===== config.mk =====
export PLATFORM = sky130hd
export DESIGN_NAME = geig_packetizer
export DESIGN_NICKNAME = d
export VERILOG_FILES = /design/src/rtl/geig_packetizer.sv
export SDC_FILE = /design/constraint.sdc
export NUM_CORES = 1
export LEC_CHECK = 0
export CORE_UTILIZATION = 56
export CTS_BUF_LIST = sky130_fd_sc_hd__clkbuf_4 sky130_fd_sc_hd__clkbuf_8
export DETAILED_ROUTE_END_ITERATION = 8
export GPL_TIMING_DRIVEN = 0
export PLACE_DENSITY = 0.89
export SLEW_MARGIN = 15
export SYNTH_ARGS = -nofsm -noshare
export SYNTH_HDL_FRONTEND = slang
export SYNTH_SLANG_ARGS = --single-unit

===== constraint.sdc =====
create_clock -name CLK_1MHZ -period 3.85 [get_ports CLK_1MHZ]
set_input_delay 0.9625 -clock CLK_1MHZ [delete_from_list [all_inputs] [get_ports CLK_1MHZ]]
set_output_delay 0.9625 -clock CLK_1MHZ [all_outputs]
set_load 0.02 [all_outputs]

===== src/rtl/geig_packetizer.sv =====
// geig_packetizer: captures 48-bit Geiger records, buffers them in a small FIFO and
// streams each as a 9-byte packet (sync, sequence, 6 data bytes MSB first, checksum)
// over a valid/ready byte interface. Single clock domain (CLK_1MHZ).
//
// Build option: define GEIG_PKT_CRC8_EN to replace the mod-256 sum checksum with
// CRC-8 (poly 0x07, init 0x00, unreflected, no final xor) over the same 7 bytes.
// Framing, timing and ports are identical in both builds.
module geig_packetizer #(
    parameter int         FIFO_DEPTH = 4,
    parameter logic [7:0] SYNC_BYTE  = 8'h47
) (
    input  logic                          CLK_1MHZ,
    input  logic                          RESET,
    input  logic [47:0]                   G_DATA_STACK,
    input  logic                          STACK_STROBE,
    output logic [7:0]                    BYTE_OUT,
    output logic                          BYTE_VALID,
    input  logic                          BYTE_READY,
    output logic [$clog2(FIFO_DEPTH):0]   FIFO_LEVEL,
    output logic [7:0]                    DROP_COUNT,
    output logic                          BUSY
);

    localparam int AW = $clog2(FIFO_DEPTH);
    localparam int LW = AW + 1;

    typedef enum logic [2:0] {
        ST_IDLE,
        ST_SYNC,
        ST_SEQ,
        ST_DATA,
        ST_CHK
    } state_t;

    // Running checksum update for one transferred byte.
    function automatic logic [7:0] chk_acc(input logic [7:0] acc, input logic [7:0] b);
`ifdef GEIG_PKT_CRC8_EN
        logic [7:0] c;
        c = acc ^ b;
        for (int i = 0; i < 8; i++) begin
            c = c[7] ? ((c << 1) ^ 8'h07) : (c << 1);
        end
        return c;
`else
        return acc + b;
`endif
    endfunction

    // Data byte k of a record, MSB first.
    function automatic logic [7:0] data_byte(input logic [47:0] rec, input logic [2:0] k);
        case (k)
            3'd0:    return rec[47:40];
            3'd1:    return rec[39:32];
            3'd2:    return rec[31:24];
            3'd3:    return rec[23:16];
            3'd4:    return rec[15:8];
            default: return rec[7:0];
        endcase
    endfunction

    // Stage p0: strobe capture register
    logic [47:0]   rec_p0;
    logic          vld_p0;

    // FIFO storage and control
    logic [47:0]   fifo_mem [FIFO_DEPTH];
    logic [AW-1:0] wr_ptr;
    logic [AW-1:0] rd_ptr;
    logic [LW-1:0] level;
    logic [7:0]    drop_cnt;
    logic          fifo_empty;
    logic          fifo_full;
    logic          push;
    logic          pop;
    logic          drop;

    // Stage p1: packet FSM and transmit datapath
    state_t        state;
    logic [7:0]    seq;
    logic [2:0]    byte_idx;
    logic [47:0]   tx_rec;
    logic [7:0]    chk;
    logic          xfer;

    assign fifo_empty = (level == '0);
    assign fifo_full  = (level == LW'(FIFO_DEPTH));
    assign xfer       = BYTE_VALID & BYTE_READY;

    // A record leaves the FIFO when a packet starts from IDLE or chains directly after CHK.
    assign pop  = !fifo_empty && ((state == ST_IDLE) || ((state == ST_CHK) && xfer));
    assign push = vld_p0 && (!fifo_full || pop);
    assign drop = vld_p0 && fifo_full && !pop;

    assign FIFO_LEVEL = level;
    assign DROP_COUNT = drop_cnt;
    assign BUSY       = (state != ST_IDLE);

    // Strobe valid flag for the capture stage.
    always_ff @(posedge CLK_1MHZ) begin
        if (RESET) begin
            vld_p0 <= 1'b0;
        end else begin
            vld_p0 <= STACK_STROBE;
        end
    end

    // Record capture, loaded only on a strobe.
    always_ff @(posedge CLK_1MHZ) begin
        if (STACK_STROBE) begin
            rec_p0 <= G_DATA_STACK;
        end
    end

    // FIFO storage write.
    always_ff @(posedge CLK_1MHZ) begin
        if (push) begin
            fifo_mem[wr_ptr] <= rec_p0;
        end
    end

    // FIFO pointers, occupancy and saturating overflow counter.
    always_ff @(posedge CLK_1MHZ) begin
        if (RESET) begin
            wr_ptr   <= '0;
            rd_ptr   <= '0;
            level    <= '0;
            drop_cnt <= 8'd0;
        end else begin
            if (push) begin
                wr_ptr <= wr_ptr + AW'(1);
            end
            if (pop) begin
                rd_ptr <= rd_ptr + AW'(1);
            end
            if (push && !pop) begin
                level <= level + LW'(1);
            end else if (pop && !push) begin
                level <= level - LW'(1);
            end
            if (drop && (drop_cnt != 8'hFF)) begin
                drop_cnt <= drop_cnt + 8'd1;
            end
        end
    end

    // Shadow copy of the record being transmitted, taken at pop time.
    always_ff @(posedge CLK_1MHZ) begin
        if (pop) begin
            tx_rec <= fifo_mem[rd_ptr];
        end
    end

    // Checksum accumulator: cleared at packet start, updated as SEQ and data bytes transfer.
    always_ff @(posedge CLK_1MHZ) begin
        if (pop) begin
            chk <= 8'd0;
        end else if (xfer && ((state == ST_SEQ) || (state == ST_DATA))) begin
            chk <= chk_acc(chk, BYTE_OUT);
        end
    end

    // Packet FSM with registered byte output; each state advances only on a transfer.
    always_ff @(posedge CLK_1MHZ) begin
        if (RESET) begin
            state      <= ST_IDLE;
            seq        <= 8'd0;
            byte_idx   <= 3'd0;
            BYTE_OUT   <= 8'h00;
            BYTE_VALID <= 1'b0;
        end else begin
            case (state)
                ST_IDLE: begin
                    if (!fifo_empty) begin
                        state      <= ST_SYNC;
                        BYTE_OUT   <= SYNC_BYTE;
                        BYTE_VALID <= 1'b1;
                    end
                end
                ST_SYNC: begin
                    if (xfer) begin
                        state    <= ST_SEQ;
                        BYTE_OUT <= seq;
                    end
                end
                ST_SEQ: begin
                    if (xfer) begin
                        state    <= ST_DATA;
                        byte_idx <= 3'd0;
                        BYTE_OUT <= data_byte(tx_rec, 3'd0);
                    end
                end
                ST_DATA: begin
                    if (xfer) begin
                        if (byte_idx == 3'd5) begin
                            state    <= ST_CHK;
                            BYTE_OUT <= chk_acc(chk, BYTE_OUT);
                        end else begin
                            byte_idx <= byte_idx + 3'd1;
                            BYTE_OUT <= data_byte(tx_rec, byte_idx + 3'd1);
                        end
                    end
                end
                ST_CHK: begin
                    if (xfer) begin
                        seq <= seq + 8'd1;
                        if (!fifo_empty) begin
                            state    <= ST_SYNC;
                            BYTE_OUT <= SYNC_BYTE;
                        end else begin
                            state      <= ST_IDLE;
                            BYTE_OUT   <= 8'h00;
                            BYTE_VALID <= 1'b0;
                        end
                    end
                end
                default: begin
                    state      <= ST_IDLE;
                    BYTE_VALID <= 1'b0;
                end
            endcase
        end
    end

endmodule

; ---- After elaboration in Yosys (flattened, before gate mapping)
; Memories as Yosys holds them, arrays and structs flattened. A register that Yosys moved wholly into a read port is not among the register bits.
; Cells that the tools add are included.
[totals]
reg_bits = 95
ram_bits = 192
input_bits = 52
out_inout_bits = 21
word_cells = 100
memories = 1
[mem_list]
columns = memory, depth, word_bits, rd, rd_clocked_by_memory_dff, wr, line_no
row1 = fifo_mem, 4, 48, 1, 1, 1, 66  ; logic [47:0] fifo_mem [FIFO_DEPTH];
[classes]
n_addsub = 8
eq_ne = 19
mux = 29
bitwise = 2
n_reduce_logical = 29
[op_table]
columns = cell, n
row1 = $pmux 8 s5, 2
row2 = $mux 8, 6
row3 = $mux 3, 11
row4 = $add 8x1->8 const B, 2
row5 = $pmux 3 s5, 1
row6 = $ne 2x2->1 const B, 7
row7 = $eq 3x2->1 const B, 4
row8 = $eq 3x3->1 const B, 4
row9 = $reduce_and 6->1, 2
row10 = $logic_and 1x1->1, 9
row11 = $logic_not 3->1, 3
row12 = $add 8x8->8, 1
row13 = $ne 8x8->1 const B, 1
row14 = $reduce_and 4->1, 2
row15 = $mux 7, 1
row16 = $add 3x1->3 const B, 2
row17 = $eq 3x1->1 const B, 2
row18 = $mux 1, 6
row19 = $pmux 3 s2, 1
row20 = $reduce_bool 5->1, 1
row21 = $add 2x1->2 const B, 2
row22 = $logic_not 1->1, 4
row23 = $reduce_bool 2->1, 2
row24 = $logic_or 1x1->1, 3
row25 = other kinds (8), 8

; ---- Longest topological paths before layout
[depth]
ltp_word = 10
depth_mapped = 12
ltp_nobuf = 10

; ---- Worst setup path before layout
; No wires, ideal clock.
[synth_timing]
path_type = input port to flip-flop
from = input BYTE_READY
to = register level[2], in the netlist FIFO_LEVEL[2]
setup_time_ps = 71
arrival_ps = 4087
path_slack_ps = -307
cell_stages = 11
n_path_buf = 1
cell_sequence = a21boi_0 nand2b_1 nor2_1 clkbuf_1 inv_1 ha_1 inv_1 fa_1 xor2_1 or3_1 a21oi_1
[synth_between]
elab_chain_cells = 9
[synth_lines]
columns = element, line_no
row1 = "start, declared", 18  ; input logic BYTE_READY,
row2 = $and 1x1->1 *, 87  ; assign xfer = BYTE_VALID & BYTE_READY;
row3 = $logic_and 1x1->1 *, 90  ; assign pop = !fifo_empty && ((state == ST_IDLE) || ((state == ST_CHK) && xfer));
row4 = $logic_or 1x1->1 *, 90
row5 = $logic_and 1x1->1 *, 90
row6 = $logic_or 1x1->1, 91  ; assign push = vld_p0 && (!fifo_full || pop);
row7 = $logic_and 1x1->1, 91
row8 = $logic_not 1->1, 137  ; end else if (pop && !push) begin
row9 = $logic_and 1x1->1, 137
row10 = $reduce_bool 2->1 (no line), n/a
row11 = "end signal, assigned", 136  ; level <= level + LW'(1);
row12 = "end signal, assigned", 138  ; level <= level - LW'(1);
row13 = "end, declared", 69  ; logic [LW-1:0] level;
; Every way passes the cells marked *; elsewhere a longest branch is shown, timed or not.
; A chain may end at the register's enable or synchronous reset.

; ---- Worst setup path in the final report
[layout_timing]
from = input BYTE_READY
to = register level[2], in the netlist FIFO_LEVEL[2]
[layout_between]
elab_chain_cells = 9
[layout_lines]
columns = element, line_no
row1 = $and 1x1->1 *, 87
row2 = $logic_and 1x1->1 *, 90
row3 = $logic_or 1x1->1 *, 90
row4 = $logic_and 1x1->1 *, 90
row5 = $logic_or 1x1->1 *, 91
row6 = $logic_and 1x1->1 *, 91
row7 = named net push, 73  ; logic push;
row8 = $logic_not 1->1, 137
row9 = $logic_and 1x1->1, 137
row10 = $reduce_bool 2->1 (no line), n/a
; The timed path passes the listed nets; every way through them passes the cells marked *.

==> summary.md <==
| Metric | Value |
|---|---|
| Critical Path End Type | `flip-flop` |
| Power per standard cell area | `~630 nW/um^2` |
| Final Total Pwr | `~0.0096 W` |
| VDD IR max | `~0.44 mV` |
| Clk sink count | `335` |
| Library cells used by synthesis | `63` |
| CP Data Required Time | `4340 ps` |
| Fin Hold WS | `about 470 ps` |
| Clock root cell | `clkbuf_8` |
| Crit share post-route | `roughly 90%` |
| Area of the core | `around 23000 um^2` |
| Post-Synthesis Cells | `~730` |
| Final GP Congestion | `0.938` |
| CTS Buffer Depth | `3` |
| Final Cell Area | `between 15000 and 20000 um^2` |
| Fillers | `approximately 1400` |
| Worst min path class | `reg2reg` |
| Die area | `about 24000 um^2` |
| Worst Max-Slew Pin Slew | `roughly 820 ps` |
| Dpl hpwl | `about 15000 um` |
| Rel. slew slack | `a little under half` |
| Antenna Nets Post-Route | `0` |
| Die Y | `154 um` |
| DR vias | `about 6900` |
| P&R area growth vs syn | `16.5%` |
| Post-route setup TNS | `0 ps` |
| Die W | `~150 um` |
| Share of cells above drive strength 1 | `about 18%` |
| Synth area leaders | `edfxtp_1 (67%), mux4_2 (8.4%), dfxtp_1 (7.3%), ha_1 (1.8%), nor2_1 (1.5%)` |
| Total wire length | `23800 um` |
| FMAX | `slightly below 0.3 GHz` |
| CTS Hold Bufs | `0` |
| Max-cap violations | `0` |
| First DRT Iteration DRCs | `640` |
| Synth cell count leaders | `edfxtp_1 (288), nor2_1 (53), mux4_2 (48)` |
| Final hold vios | `0` |
| TritonCTS Buffers | `50` |
| Synth Warn # | `0` |
| Max FO, Critical Path | `7` |
| Async set-reset flop share out of synthesis | `0%` |
| RSZ-0062 raised after global routing | `no` |
| Largest net degree at the start of global routing | `between 40 and 50` |
| Clk Latency, worst-skew pair | `between 500 and 600 ps` |
| Top_reg_cell synth | `edfxtp_1` |
| DR DRC count | `0` |
| Initial antenna violation count | `0` |
| Num ports | `73` |
| H-tree levels | `2` |
| Initial Utilization | `57.1%` |
| Cell taking the most area after synthesis | `edfxtp_1` |
| Clock slew at reported path FFs | `approximately 60 ps` |
| Net Count, Synth | `between 800 and 900` |
| Vias in the first global route | `7016` |
| Routed len/inst | `a little over 20 um` |
| Pins Over Slew Limit | `0` |
| Sequential-to-total area share from yosys stat | `74.2%` |
| Post-synth design cell area | `about 13000 um^2` |
| WS Path Type | `in2reg` |
| Post-CTS setup buffers | `0` |
| Cts repair resizes | `0` |
| # rows | `55` |
| Area post-placement | `between 10000 and 15000 um^2` |
| Setup Viol. Count Final | `0` |
| Mapped Avg Cell Area | `roughly 18 um^2` |
| GRT Resource Usage Total | `a little over a fifth` |
| DRT Pass-1 Iters | `9` |
| Vias per inst | `slightly below 6` |
| Multi-input gate area | `approximately 3200 um^2` |
| Nets@finish | `just over 900` |
| Fin crit period | `between 3000 and 4000 ps` |
| Clk_skew | `26.6 ps` |
| Setup crit start kind | `primary input` |
| Leakage Power | `4.99 nW` |
| Antenna cells | `0` |
| Post-synth EDFFs | `~290` |
| CTS tree | `done` |
| Port bufs | `slightly above 70` |
| Area share of the largest cell type after synthesis | `approximately two thirds` |
| Status | `finished clean` |
| Register bit total from synthesis | `335` |
| Critical path arrival | `3910 ps` |
| Top-count cell post-synth | `edfxtp_1` |
| Overflow left after global routing | `0` |
| Register area | `9590 um^2` |
| First-pass GRT wire length | `37600 um` |
## logic make-up (layout without fill, tap and decap cells)
logic type	count (synthesis)	after routing	share of synthesized area, %
flops	335	335	74.2
buf+inv	44	206	1.45
fa+ha+maj	21	21	2.15
xor+xnor	25	25	1.84
mux	57	57	9.12
compound gates	100	100	5.66
simple gates	149	149	5.59
## flip-flops by register name (all words and copies together) (netlist names), 3 cells and up
| signal | flops |
|---|---|
| fifo_mem | 192 |
| rec_p0 | 48 |
| tx_rec | 48 |
| BYTE_OUT | 8 |
| DROP_COUNT | 8 |
| chk | 8 |
| seq | 8 |
| FIFO_LEVEL | 3 |
| byte_idx | 3 |
| state | 3 |
## where the power goes
part / internal, W / leakage, nW / total [W] / switching [W]
registers: 0.00455 / 3.05 / 0.00481 / 0.000255
logic: 0.000865 / 1.42 / 0.00193 / 0.00107
clock network: 0.00153 / 0.520 / 0.00281 / 0.00129
total: 0.00695 / 4.99 / 0.00955 / 0.00261
## stage by stage
| stage | cells | utilization [%] | setup WS [ps] |
|---|---|---|---|
| after global routing | 1178 | 66.5 | 300 |
| after CTS | 1178 | 66.5 | 524 |
| after detailed placement | 1091 | 62.2 | -56.4 |
| after global placement | 1088 | 61.9 | -1090 |
| after floorplan | 731 | - | 390 |
| final | 1178 | 66.5 | 431 |
## final cells by class
cell class                      instances  area share (%)
Sequential cell                       335            63.7
Multi-Input combinational cell        352            21.0
Buffer                                 32           0.972
Clock buffer                           68            5.47
Timing Repair Buffer                   75            5.20
Inverter                               12           0.299
Clock inverter                         19            1.03
Tap cell                              285            2.37
## worst max-delay path: stages
cell,delay [ps]
clkdlybuf4s50_1,530
a21boi_0,180
nand2b_1,200
a31oi_1,640
ha_1,300
inv_1,60
fa_1,370
xor2_1,180
or3_1,320
a21oi_1,150
## per-layer routing
metal	vias to the layer above	part of all wire [%]	GRT usage, %
li1	3151	-	-
met1	3401	41	27.9
met2	321	50	34.7
met3	51	6.9	3.83
met4	0	2.2	7.57
met5	-	0	0
## placed cells by master, fill, tap and decap left out, drive strengths merged, types with 4 or more instances in the layout
| master | synthesis | layout |
|---|---|---|
| nor3 | 9 | 9 |
| dfxtp | 47 | 47 |
| nand4 | 7 | 7 |
| nand3 | 5 | 5 |
| and3 | 4 | 4 |
| a21oi | 27 | 27 |
| a222oi | 8 | 8 |
| nor2b | 8 | 8 |
| nor2 | 55 | 55 |
| a211oi | 7 | 7 |
| edfxtp | 288 | 288 |
| a221oi | 4 | 4 |
| clkdlybuf4s50 | 0 | 71 |
| a22oi | 8 | 8 |
| xor2 | 15 | 15 |
| a31oi | 5 | 5 |
| and2 | 5 | 5 |
| o22ai | 4 | 4 |
| xnor2 | 10 | 10 |
| or3 | 7 | 7 |
| mux2i | 6 | 6 |
| clkbuf | 15 | 83 |
| nand2 | 36 | 36 |
| o21ai | 15 | 15 |
| buf | 17 | 21 |
| ha | 19 | 19 |
| inv | 12 | 13 |
| clkinv | 0 | 16 |
| mux4 | 48 | 48 |
## final timing paths
| path | start | slack (ps) | depth (start not counted) | endpoint |
|---|---|---|---|---|
| setup / recovery | BYTE_READY | 430 | 10 | FIFO_LEVEL[2]$_SDFFE_PP0P_ |
| hold / removal | chk[0]$_SDFFE_PN0P_ | 470 | 2 | chk[0]$_SDFFE_PN0P_ |
| setup reg to reg | BYTE_VALID$_SDFFE_PP0P_ | 940 | 9 | FIFO_LEVEL[2]$_SDFFE_PP0P_ |
| hold reg to reg | chk[0]$_SDFFE_PN0P_ | 470 | 2 | chk[0]$_SDFFE_PN0P_ |
Note: power is estimated with default switching activity, not from simulation.
